## src/rtl/muldiv_seq.sv

```systemverilog
// muldiv_seq: iterative RV32M multiply/divide sequencer beside the EX ALU.
// Optional MULDIV_FAST_MUL_EN: single-cycle combinational multiplies.
module muldiv_seq #(
  parameter int XLEN = 32
) (
  input  logic            clk,
  input  logic            rst,
  input  logic            start,
  input  logic [2:0]      funct3,
  input  logic [XLEN-1:0] src_a,
  input  logic [XLEN-1:0] src_b,
  input  logic            flush,
  output logic            ready,
  output logic            busy,
  output logic            done,
  output logic [XLEN-1:0] result
);

  localparam int CW = $clog2(XLEN);

  typedef enum logic [1:0] {
    IDLE,
    CALC,
    DONE
  } state_t;

  state_t          state;
  state_t          state_n;
  logic [CW-1:0]   cnt;
  logic [2:0]      op;
  logic            neg_q;
  logic            neg_r;
  logic [XLEN-1:0] hi;
  logic [XLEN-1:0] lo;
  logic [XLEN-1:0] dvs;

  logic            accept;
  logic            sgn_a;
  logic            sgn_b;
  logic            sa;
  logic            sb;
  logic [XLEN-1:0] mag_a;
  logic [XLEN-1:0] mag_b;
  logic            div_zero;
  logic            div_ovf;
  logic            fast_mul;
  logic            fast;
  logic [XLEN-1:0] mul_res;
  logic [XLEN-1:0] fast_res;

  logic [XLEN:0]   mul_sum;
  logic [XLEN:0]   rsh;
  logic [XLEN:0]   diff;
  logic            ge;
  logic [XLEN-1:0] hi_n;
  logic [XLEN-1:0] lo_n;
  logic [XLEN-1:0] calc_res;

  // Sign fixup and result selection from the unsigned hi/lo pair.
  function automatic logic [XLEN-1:0] fixup(
    input logic [2:0]      f,
    input logic            nq,
    input logic            nr,
    input logic [XLEN-1:0] h,
    input logic [XLEN-1:0] l
  );
    logic [2*XLEN-1:0] p;
    logic [XLEN-1:0]   q;
    logic [XLEN-1:0]   r;
    p = {h, l};
    if (nq) p = -p;
    q = nq ? -l : l;
    r = nr ? -h : h;
    if (f[2])
      fixup = f[1] ? r : q;
    else if (f == 3'b000)
      fixup = p[XLEN-1:0];
    else
      fixup = p[2*XLEN-1:XLEN];
  endfunction

  assign ready = (state == IDLE) || (state == DONE);
  assign busy  = (state == CALC);
  assign done  = (state == DONE);

  assign accept = ready && start && !flush;

  assign sgn_a = (funct3 == 3'b001) || (funct3 == 3'b010) ||
                 (funct3 == 3'b100) || (funct3 == 3'b110);
  assign sgn_b = (funct3 == 3'b001) || (funct3 == 3'b100) ||
                 (funct3 == 3'b110);
  assign sa    = sgn_a && src_a[XLEN-1];
  assign sb    = sgn_b && src_b[XLEN-1];
  assign mag_a = sa ? -src_a : src_a;
  assign mag_b = sb ? -src_b : src_b;

  assign div_zero = funct3[2] && (src_b == '0);
  assign div_ovf  = funct3[2] && !funct3[0] &&
                    (src_a == {1'b1, {(XLEN-1){1'b0}}}) &&
                    (&src_b);

`ifdef MULDIV_FAST_MUL_EN
  logic [2*XLEN-1:0] prod_full;
  assign prod_full = mag_a * mag_b;
  assign fast_mul  = !funct3[2];
  assign mul_res   = fixup(funct3, sa ^ sb, sa,
                           prod_full[2*XLEN-1:XLEN],
                           prod_full[XLEN-1:0]);
`else
  assign fast_mul = 1'b0;
  assign mul_res  = '0;
`endif

  assign fast = div_zero || div_ovf || fast_mul;

  // Result for ops that skip the iterative loop.
  always_comb begin
    fast_res = mul_res;
    if (div_zero)
      fast_res = funct3[1] ? src_a : '1;
    else if (div_ovf)
      fast_res = funct3[1] ? '0 : src_a;
  end

  // One radix-2 step: shift-add multiply or restoring divide.
  always_comb begin
    mul_sum = {1'b0, hi} + (lo[0] ? {1'b0, dvs} : '0);
    rsh     = {hi, lo[XLEN-1]};
    diff    = rsh - {1'b0, dvs};
    ge      = !diff[XLEN];
    if (op[2]) begin
      hi_n = ge ? diff[XLEN-1:0] : rsh[XLEN-1:0];
      lo_n = {lo[XLEN-2:0], ge};
    end else begin
      hi_n = mul_sum[XLEN:1];
      lo_n = {mul_sum[0], lo[XLEN-1:1]};
    end
    calc_res = fixup(op, neg_q, neg_r, hi_n, lo_n);
  end

  // State register.
  always_ff @(posedge clk) begin
    if (rst) state <= IDLE;
    else     state <= state_n;
  end

  // Next-state logic; flush aborts, DONE may chain a new op.
  always_comb begin
    state_n = state;
    unique case (state)
      IDLE, DONE: begin
        if (accept) state_n = fast ? DONE : CALC;
        else        state_n = IDLE;
      end
      CALC: begin
        if (flush)          state_n = IDLE;
        else if (cnt == '0) state_n = DONE;
      end
      default: state_n = IDLE;
    endcase
  end

  // Operand capture, iteration registers and result.
  always_ff @(posedge clk) begin
    if (rst) begin
      cnt    <= '0;
      op     <= '0;
      neg_q  <= 1'b0;
      neg_r  <= 1'b0;
      hi     <= '0;
      lo     <= '0;
      dvs    <= '0;
      result <= '0;
    end else if (accept) begin
      op    <= funct3;
      neg_q <= sa ^ sb;
      neg_r <= sa;
      hi    <= '0;
      lo    <= mag_a;
      dvs   <= mag_b;
      cnt   <= CW'(XLEN - 1);
      if (fast) result <= fast_res;
    end else if (state == CALC && !flush) begin
      hi  <= hi_n;
      lo  <= lo_n;
      cnt <= cnt - 1'b1;
      if (cnt == '0) result <= calc_res;
    end
  end

endmodule

```

## config.mk

```make
export PLATFORM = sky130hd
export DESIGN_NAME = muldiv_seq
export DESIGN_NICKNAME = d
export VERILOG_FILES = /design/src/rtl/muldiv_seq.sv
export SDC_FILE = /design/constraint.sdc
export NUM_CORES = 1
export LEC_CHECK = 0
export BUFFER_PORTS_ARGS = -buffer_cell sky130_fd_sc_hd__clkbuf_2
export CORE_ASPECT_RATIO = 1.2
export CORE_MARGIN = 3
export CORE_UTILIZATION = 35
export CTS_BUF_LIST = sky130_fd_sc_hd__clkbuf_8
export CTS_CLUSTER_DIAMETER = 200
export DETAILED_ROUTE_END_ITERATION = 8
export PLACE_DENSITY = 0.48
export SETUP_SLACK_MARGIN = 0.3
export SLEW_MARGIN = 20
export SYNTH_ARGS = -nofsm -noshare
export SYNTH_HDL_FRONTEND = slang
export SYNTH_SLANG_ARGS = --single-unit
```

## constraint.sdc

```tcl
create_clock -name clk -period 12.25 [get_ports clk]
set_input_delay 0.6125 -clock clk [delete_from_list [all_inputs] [get_ports clk]]
set_output_delay 0.6125 -clock clk [all_outputs]
set_load 0.005 [all_outputs]
```

==> reports/qor.yml, run 1 <==
sta:
  fin_crit_ns: 6.62
  worstMarginPinSlew_ns: 1.08
  fin_crit_sh: 0.541
  max_freq_mhz: 151
  finalSetupTns_ns: 0
  finalSetupViolCount: 0
  skew_ns: 0.0210
  rsz0062_at_grt: "no"
  relSlewSlack: 0.277
  maxSlewViolCount: 0
  hold_viol: 0
power:
  pwr-share-clk: 0.263
  peakVddDrop_mv: 0.0778
  leakage_nw: 6.35
  internal-power_uw: 866
  power_per_cell_area_nw_per_um2: 93.0
  p_comb_frac: 0.414
  switchingPower_uw: 706
  seqPwrFrac: 0.323
  switching_share: 0.449
final_layout:
  final_nets: 2415
  num_antenna_cells: 0
  area_growth_pct: 7.77
  fin_area_um2: 16900
  drive_above_1_share: 0.102
floorplanning:
  die_area_um2: 47400
  ioPinCount: 106
  start_util: 0.356
  die_w_um: 199
  die_y_um: 238
  placeableCoreArea_um2: 44000
  rows: 84
yosys:
  synth_edf_count: 0
  async_flop_share: 0
  syn_area_per_cell_um2: 6.94
  synth_top_cell_area_share: 0.179
  syn_inst: 2261
  synth_area_um2: 15700
  yosys-top-cells-count: "nor2_1, nand2_1, a21oi_1"
  synth_flop_cell: "dfxtp_1"
  synth_nets: 2405
  synth_seq_cells: 140
  synth.distinct_cells: 108
  synthTopCellsByArea: "dfxtp_1, nor2_1, a21oi_1"
  yosysSeqAreaShare: 0.179
  yosys_warnings: 0
  synthMostInstantiatedCell: "nor2_1"
  synth_top_area_cell: "dfxtp_1"
global_routing:
  grt_first_pass_wirelength_um: 103000
  met3_usage: 0.0302
  grt_remaining_overflow: 0
  grt_pass1_vias: 16655
  track_usage: 0.284
  grt_max_degree: 69
  busiest_layer: "met2"
  use_met1: 0.349
  antenna_found_initial: 0
  grt_use_met2: 0.491
clock_network:
  htreeDepth: 4
  clk_path_buf_depth: 2
  cts-root-buf: "clkbuf_8"
  clkLatencyLatePin_ns: 0.55
  holdBufCountCts: 0
  post-cts-setup-buffer-count: 0
  cts_tree: "built"
  cts_num_sinks: 140
  clk_pin_slew_ns: 0.10
  cts_buffers: 17
  cts_resized: 0
critical_path:
  rr_worst_depth: 23
  r2r_slack_ns: 5.63
  worstPathRequired_ns: 12.70
  crit_family: "simple AND/OR/NAND/NOR gates"
  cp.depth: 23
  critPathCaptureType: "flop"
  crit_fanout: 20
  slowest_stage: "or4b_2"
  cp-startpoint: "lo[31]"
  cp_num_buf_inv: 1
  cp_cell_sequence: "inv_1 > ha_1 > fa_1 > nand2b_1 > a21o_1 > nand2_1 > a21oi_4 > o211a_4 > xnor2_4 > a21oi_1 > ha_1 > nand3_1 > nor4_2 > nand3_1 > or2_1 > or4b_2 > or2_1 > or4b_1 > nor2_2 > a21oi_1 > xnor2_1 > o21ai_0 > a2111oi_2"
  r2r-end: "result[26]"
  cp_slowest_stage_delay_ns: 0.66
  crit_arrival_ns: 7.07
  start_kind: "flop"
  crit_end: "result[26]"
  r2r_start: "lo[31]"
  critPathKind: "flop to flop"
job:
  maxCapViolCount: 0
placement:
  place_congestion: 0.965
  placed_area_um2: 16500
  hpwl_um: 52400
  port_buffers: 105
route:
  wl_per_cell_um: 24.0
  vias_per_cell: 5.98
  drtAntennaViolNets: 0
  drt_iter0_markers: 1340
  drc: 0
  via_count: 16994
  dr.pass1.iters: 6
  wirelength_um: 68200
worst_hold_path:
  whs_path_depth: 3
  hold_path_class: "input pin to flop"
outcome:
  status: "complete, no violations"
[layer usage]
metal  wire length [um]  part of all wire
met5                  0                 0
met3               3240             0.047
met2              33200              0.49
met4               3470             0.051
met1              28300              0.42
[flip-flops by register name, indices dropped and copies added (netlist names), 2 cells and up]
name,flops
cnt,5
dvs,32
hi,32
lo,32
op,3
result,32
state,2
[worst min-delay path: stages]
cell	delay [ns]
clkbuf_2	0.12
nand2_1	0.07
a21oi_1	0.05
[cell families after synthesis]
family / count (synthesis) / synth area share
AO/OA/AOI/OAI: 691 / 0.288
XOR/XNOR: 184 / 0.104
flip-flops: 140 / 0.179
buffers and inverters: 215 / 0.0575
multiplexers: 64 / 0.0429
AND/OR/NAND/NOR: 894 / 0.269
adder cells (fa/ha/maj): 73 / 0.0592
[metrics by stage]
step / setup slack, ns / hold WS [ns] / std cells / total power, mW / utilization
global placement: 5.85 / 0.458 / 2811 / 1.16 / 0.375
floorplan: 6.23 / 0.440 / 2261 / 0.957 / -
finish: 5.63 / 0.341 / 2843 / 1.57 / 0.384
CTS: 5.69 / 0.315 / 2843 / 1.58 / 0.384
global route: 5.35 / 0.335 / 2843 / 1.65 / 0.384
detailed placement: 5.76 / 0.469 / 2811 / 1.16 / 0.375
[power by group through the flow]
stage	logic [mW]	clock network [mW]	registers [mW]
floorplan	0.452	0	0.506
global placement	0.640	0	0.517
detailed placement	0.639	0	0.518
CTS	0.644	0.424	0.508
global route	0.708	0.435	0.511
finish	0.651	0.413	0.507
[worst min path at each step]
stage	start	end	slack, ns
floorplan	dvs[26]	dvs[26]	0.44
global placement	dvs[26]	dvs[26]	0.46
detailed placement	dvs[26]	dvs[26]	0.47
CTS	funct3[0]	op[0]	0.32
global route	funct3[2]	op[2]	0.33
finish	funct3[0]	op[0]	0.34
[cell type report]
| class | instances | area, um^2 |
|---|---|---|
| inverters | 74 | 278 |
| clock buffers | 17 | 234 |
| well taps | 559 | 699 |
| clock inverters | 15 | 153 |
| fillers | 4733 | 27100 |
| flip-flops and latches | 140 | 2810 |
| multi-input cells | 1906 | 12000 |
| repair buffers | 132 | 731 |
[placed cells by master, fill, tap and decap left out, types with 17 or more instances in the layout]
cell and instances:
inv_1 74, mux2i_1 52, a21o_1 20, ha_1 71, a311oi_1 20, nor2_1 304, nor3_1 69, a21oi_1 203
o31ai_1 18, nand2b_1 24, nand4_1 35, o211ai_1 17, buf_4 28, o21ai_0 144, xor2_1 84, nand3_1 33
nand2_1 246, or3_1 27, clkbuf_2 104, a211oi_1 104, a31oi_1 21, dfxtp_1 137, clkbuf_8 17, xnor2_1 98
and2_1 46
Power figures use the tool's default switching activity.
==> run 2: changes to the inputs <==
- PLACE_DENSITY: 0.48 -> 0.5
- clock period: 12.25 -> 5.3 ns (I/O delays scaled with it)
==> reports/qor.yml, run 2 (same netlist as run 1, synthesis figures left out) <==
outcome:
  status: "complete, no violations"  # unchanged
placement:
  hpwl_um: 55900  # was 52,400 um
  place_congestion: 0.965  # about the same
  dp_cells: 3011  # was 2,811
  port_buffers: 105  # unchanged
  placed_area_um2: 18100  # was 16,500 um^2
final_layout:
  seq_area_um2: 2810  # about the same
  fin_area_um2: 18900  # was 16,900 um^2
  final_util: 0.430  # was 0.384
  final_cell_mix: "nor2_1, nand2_1, buf_4"  # was nor2_1, nand2_1, a21oi_1
  fill_cells: 4690  # was 4,733
  layout_commonest_cell: "nor2_1"  # unchanged
  final_nets: 2626  # was 2,415
  fin_cells: 3055  # was 2,843
  area_growth_pct: 20.6  # was 7.77%
  drive_above_1_share: 0.196  # was 0.102
  multi_input_area_um2: 12300  # was 12,000 um^2
critical_path:
  cp_cell_sequence: "inv_2 > ha_4 > fa_2 > nand2b_4 > a21o_1 > nand2_2 > a21oi_4 > o211a_4 > xnor2_4 > a21oi_4 > ha_4 > nand3_4 > nor4_4 > nand3_1 > or2_1 > or4b_4 > or2_4 > or4b_4 > nor2_4 > a21oi_2 > xnor2_1 > o21ai_1 > a2111oi_2"  # was inv_1 > ha_1 > fa_1 > nand2b_1 > a21o_1 > nand2_1 > a21oi_4 > o211a_4 > xnor2_4 > a21oi_1 > ha_1 > nand3_1 > nor4_2 > nand3_1 > or2_1 > or4b_2 > or2_1 > or4b_1 > nor2_2 > a21oi_1 > xnor2_1 > o21ai_0 > a2111oi_2
  r2r_slack_ns: 0.26  # was 5.63 ns
  start_kind: "flop"  # unchanged
  cp.depth: 23  # unchanged
  crit_end: "result[26]"  # unchanged
  rr_worst_depth: 23  # unchanged
  worstPathRequired_ns: 5.75  # was 12.70 ns
  slowest_stage: "or4b_4"  # was or4b_2
  r2r_start: "lo[31]"  # unchanged
  crit_arrival_ns: 5.49  # was 7.07 ns
  crit_family: "simple AND/OR/NAND/NOR gates"  # unchanged
  critPathCaptureType: "flop"  # unchanged
  critPathKind: "flop to flop"  # unchanged
  r2r-end: "result[26]"  # unchanged
  cp_num_buf_inv: 1  # unchanged
  crit_fanout: 4  # was 20
  cp-startpoint: "lo[31]"  # unchanged
  cp_slowest_stage_delay_ns: 0.58  # was 0.66 ns
global_routing:
  grt_first_pass_wirelength_um: 105000  # was 103,000 um
  antenna_found_initial: 1  # was 0
  grt_pass1_vias: 17334  # was 16,655
  grt_remaining_overflow: 0  # unchanged
  track_usage: 0.290  # was 0.284
  grt_max_degree: 68  # was 69
sta:
  hold_slack_ns: 0.0363  # was 0.341 ns
  finalSetupViolCount: 0  # unchanged
  maxSlewViolCount: 0  # unchanged
  hold_viol: 0  # unchanged
  skew_ns: 0.0172  # was 0.0210 ns
  max_freq_mhz: 199  # was 151 MHz
  fin_crit_ns: 5.04  # was 6.62 ns
  fin_crit_sh: 0.951  # was 0.541
  relSlewSlack: 0.369  # was 0.277
  rsz0062_at_grt: "yes"  # was no
  worstMarginPinSlew_ns: 0.943  # was 1.08 ns
route:
  drtAntennaViolNets: 0  # unchanged
  vias_per_cell: 5.84  # was 5.98
  drc: 0  # unchanged
  wl_per_cell_um: 22.9  # was 24.0 um
  drt_iter0_markers: 1196  # was 1,340
  via_count: 17853  # was 16,994
  dr.pass1.iters: 5  # was 6
  wirelength_um: 69900  # was 68,200 um
power:
  switching_share: 0.426  # was 0.449
  fin_total_pwr_mw: 3.97  # was 1.57 mW
  internal-power_mw: 2.28  # was 866 uW
  pwr-share-clk: 0.265  # was 0.263
  leakage_nw: 7.46  # was 6.35 nW
  seqPwrFrac: 0.295  # was 0.323
  power_per_cell_area_nw_per_um2: 210  # was 93.0 nW/um^2
  p_comb_frac: 0.440  # was 0.414
  switchingPower_mw: 1.69  # was 706 uW
  peakVddDrop_mv: 0.183  # was 0.0778 mV
floorplanning:
  ioPinCount: 106  # unchanged
  rows: 84  # unchanged
  die_w_um: 199  # unchanged
  start_util: 0.356  # unchanged
  die_area_um2: 47400  # unchanged
  placeableCoreArea_um2: 44000  # unchanged
  die_y_um: 238  # unchanged
clock_network:
  htreeDepth: 4  # unchanged
  cts_num_sinks: 140  # unchanged
  clk_pin_slew_ns: 0.10  # about the same
  clkLatencyLatePin_ns: 0.54  # was 0.55 ns
  cts-root-buf: "clkbuf_8"  # unchanged
  cts_tree: "built"  # unchanged
  cts_buffers: 17  # unchanged
  clk_path_buf_depth: 2  # unchanged
job:
  maxCapViolCount: 0  # unchanged
worst_hold_path:
  hold_path_class: "input pin to flop"  # unchanged
==> run 2: final cells by class <==
type,count,area share
clock buffer,18,0.0131
timing repair buffer,343,0.126
sequential,140,0.149
clock inverter,14,0.0104
antenna,1,0.000132
inverter,74,0.0147
multi-input combinational,1906,0.650
tap,559,0.0370
==> run 2: worst register-to-register path, delay by kind of cell (launching register included) <==
family	cells	cell delay (ns)
AND/OR/NAND/NOR	10	2.38
AO/OA/AOI/OAI	7	1.20
adder cells (fa/ha/maj)	3	0.66
flip-flops	1	0.35
XOR/XNOR	2	0.33
buffers and inverters	1	0.05
==> run 2: per-stage QoR <==
| stage | setup slack (ns) | TNS (ns) |
|---|---|---|
| after global routing | 0.0852 | 0 |
| after global placement | -0.229 | -0.665 |
| after CTS | 0.188 | 0 |
| after detailed placement | -0.285 | -0.909 |
| after floorplan | -0.395 | -1.53 |
| final | 0.262 | 0 |
==> run 2: layer usage <==
metal  track usage  vias to the layer above  part of all wire
met5             0                        -                 0
met4         0.163                        0             0.059
met3        0.0357                      137             0.049
met2         0.492                      582              0.48
met1         0.353                     8486              0.41
li1              -                     8648                 -
==> run 2: what timing repair did <==
item                                    4_1_cts  5_1_grt
pin swaps                                    19       18
hold buffers                                  2        0
endpoints found under the setup margin       17       20
setup buffers                                 3        6
gates resized for setup                      12       45
hold endpoints to repair                      2        0
==> run 2: how the worst min path moves through the flow <==
stage / from / to / cells past startpoint / slack (ns)
final: src_b[0] / dvs[0] / 3 / 0.04
after global placement: result[1] / result[1] / 2 / 0.47
after CTS: src_b[0] / dvs[0] / 3 / 0.005
after global routing: src_b[0] / dvs[0] / 3 / 0.03
after detailed placement: result[22] / result[22] / 2 / 0.48
after floorplan: funct3[0] / op[0] / 2 / 0.40
==> run 2: power groups by stage <==
stage	sequential (mW)	combinational [mW]	clock (mW)
floorplan	1.17	1.06	0
global placement	1.19	1.66	0
detailed placement	1.19	1.66	0
CTS	1.17	1.69	1.08
global route	1.18	1.88	1.10
finish	1.17	1.75	1.05
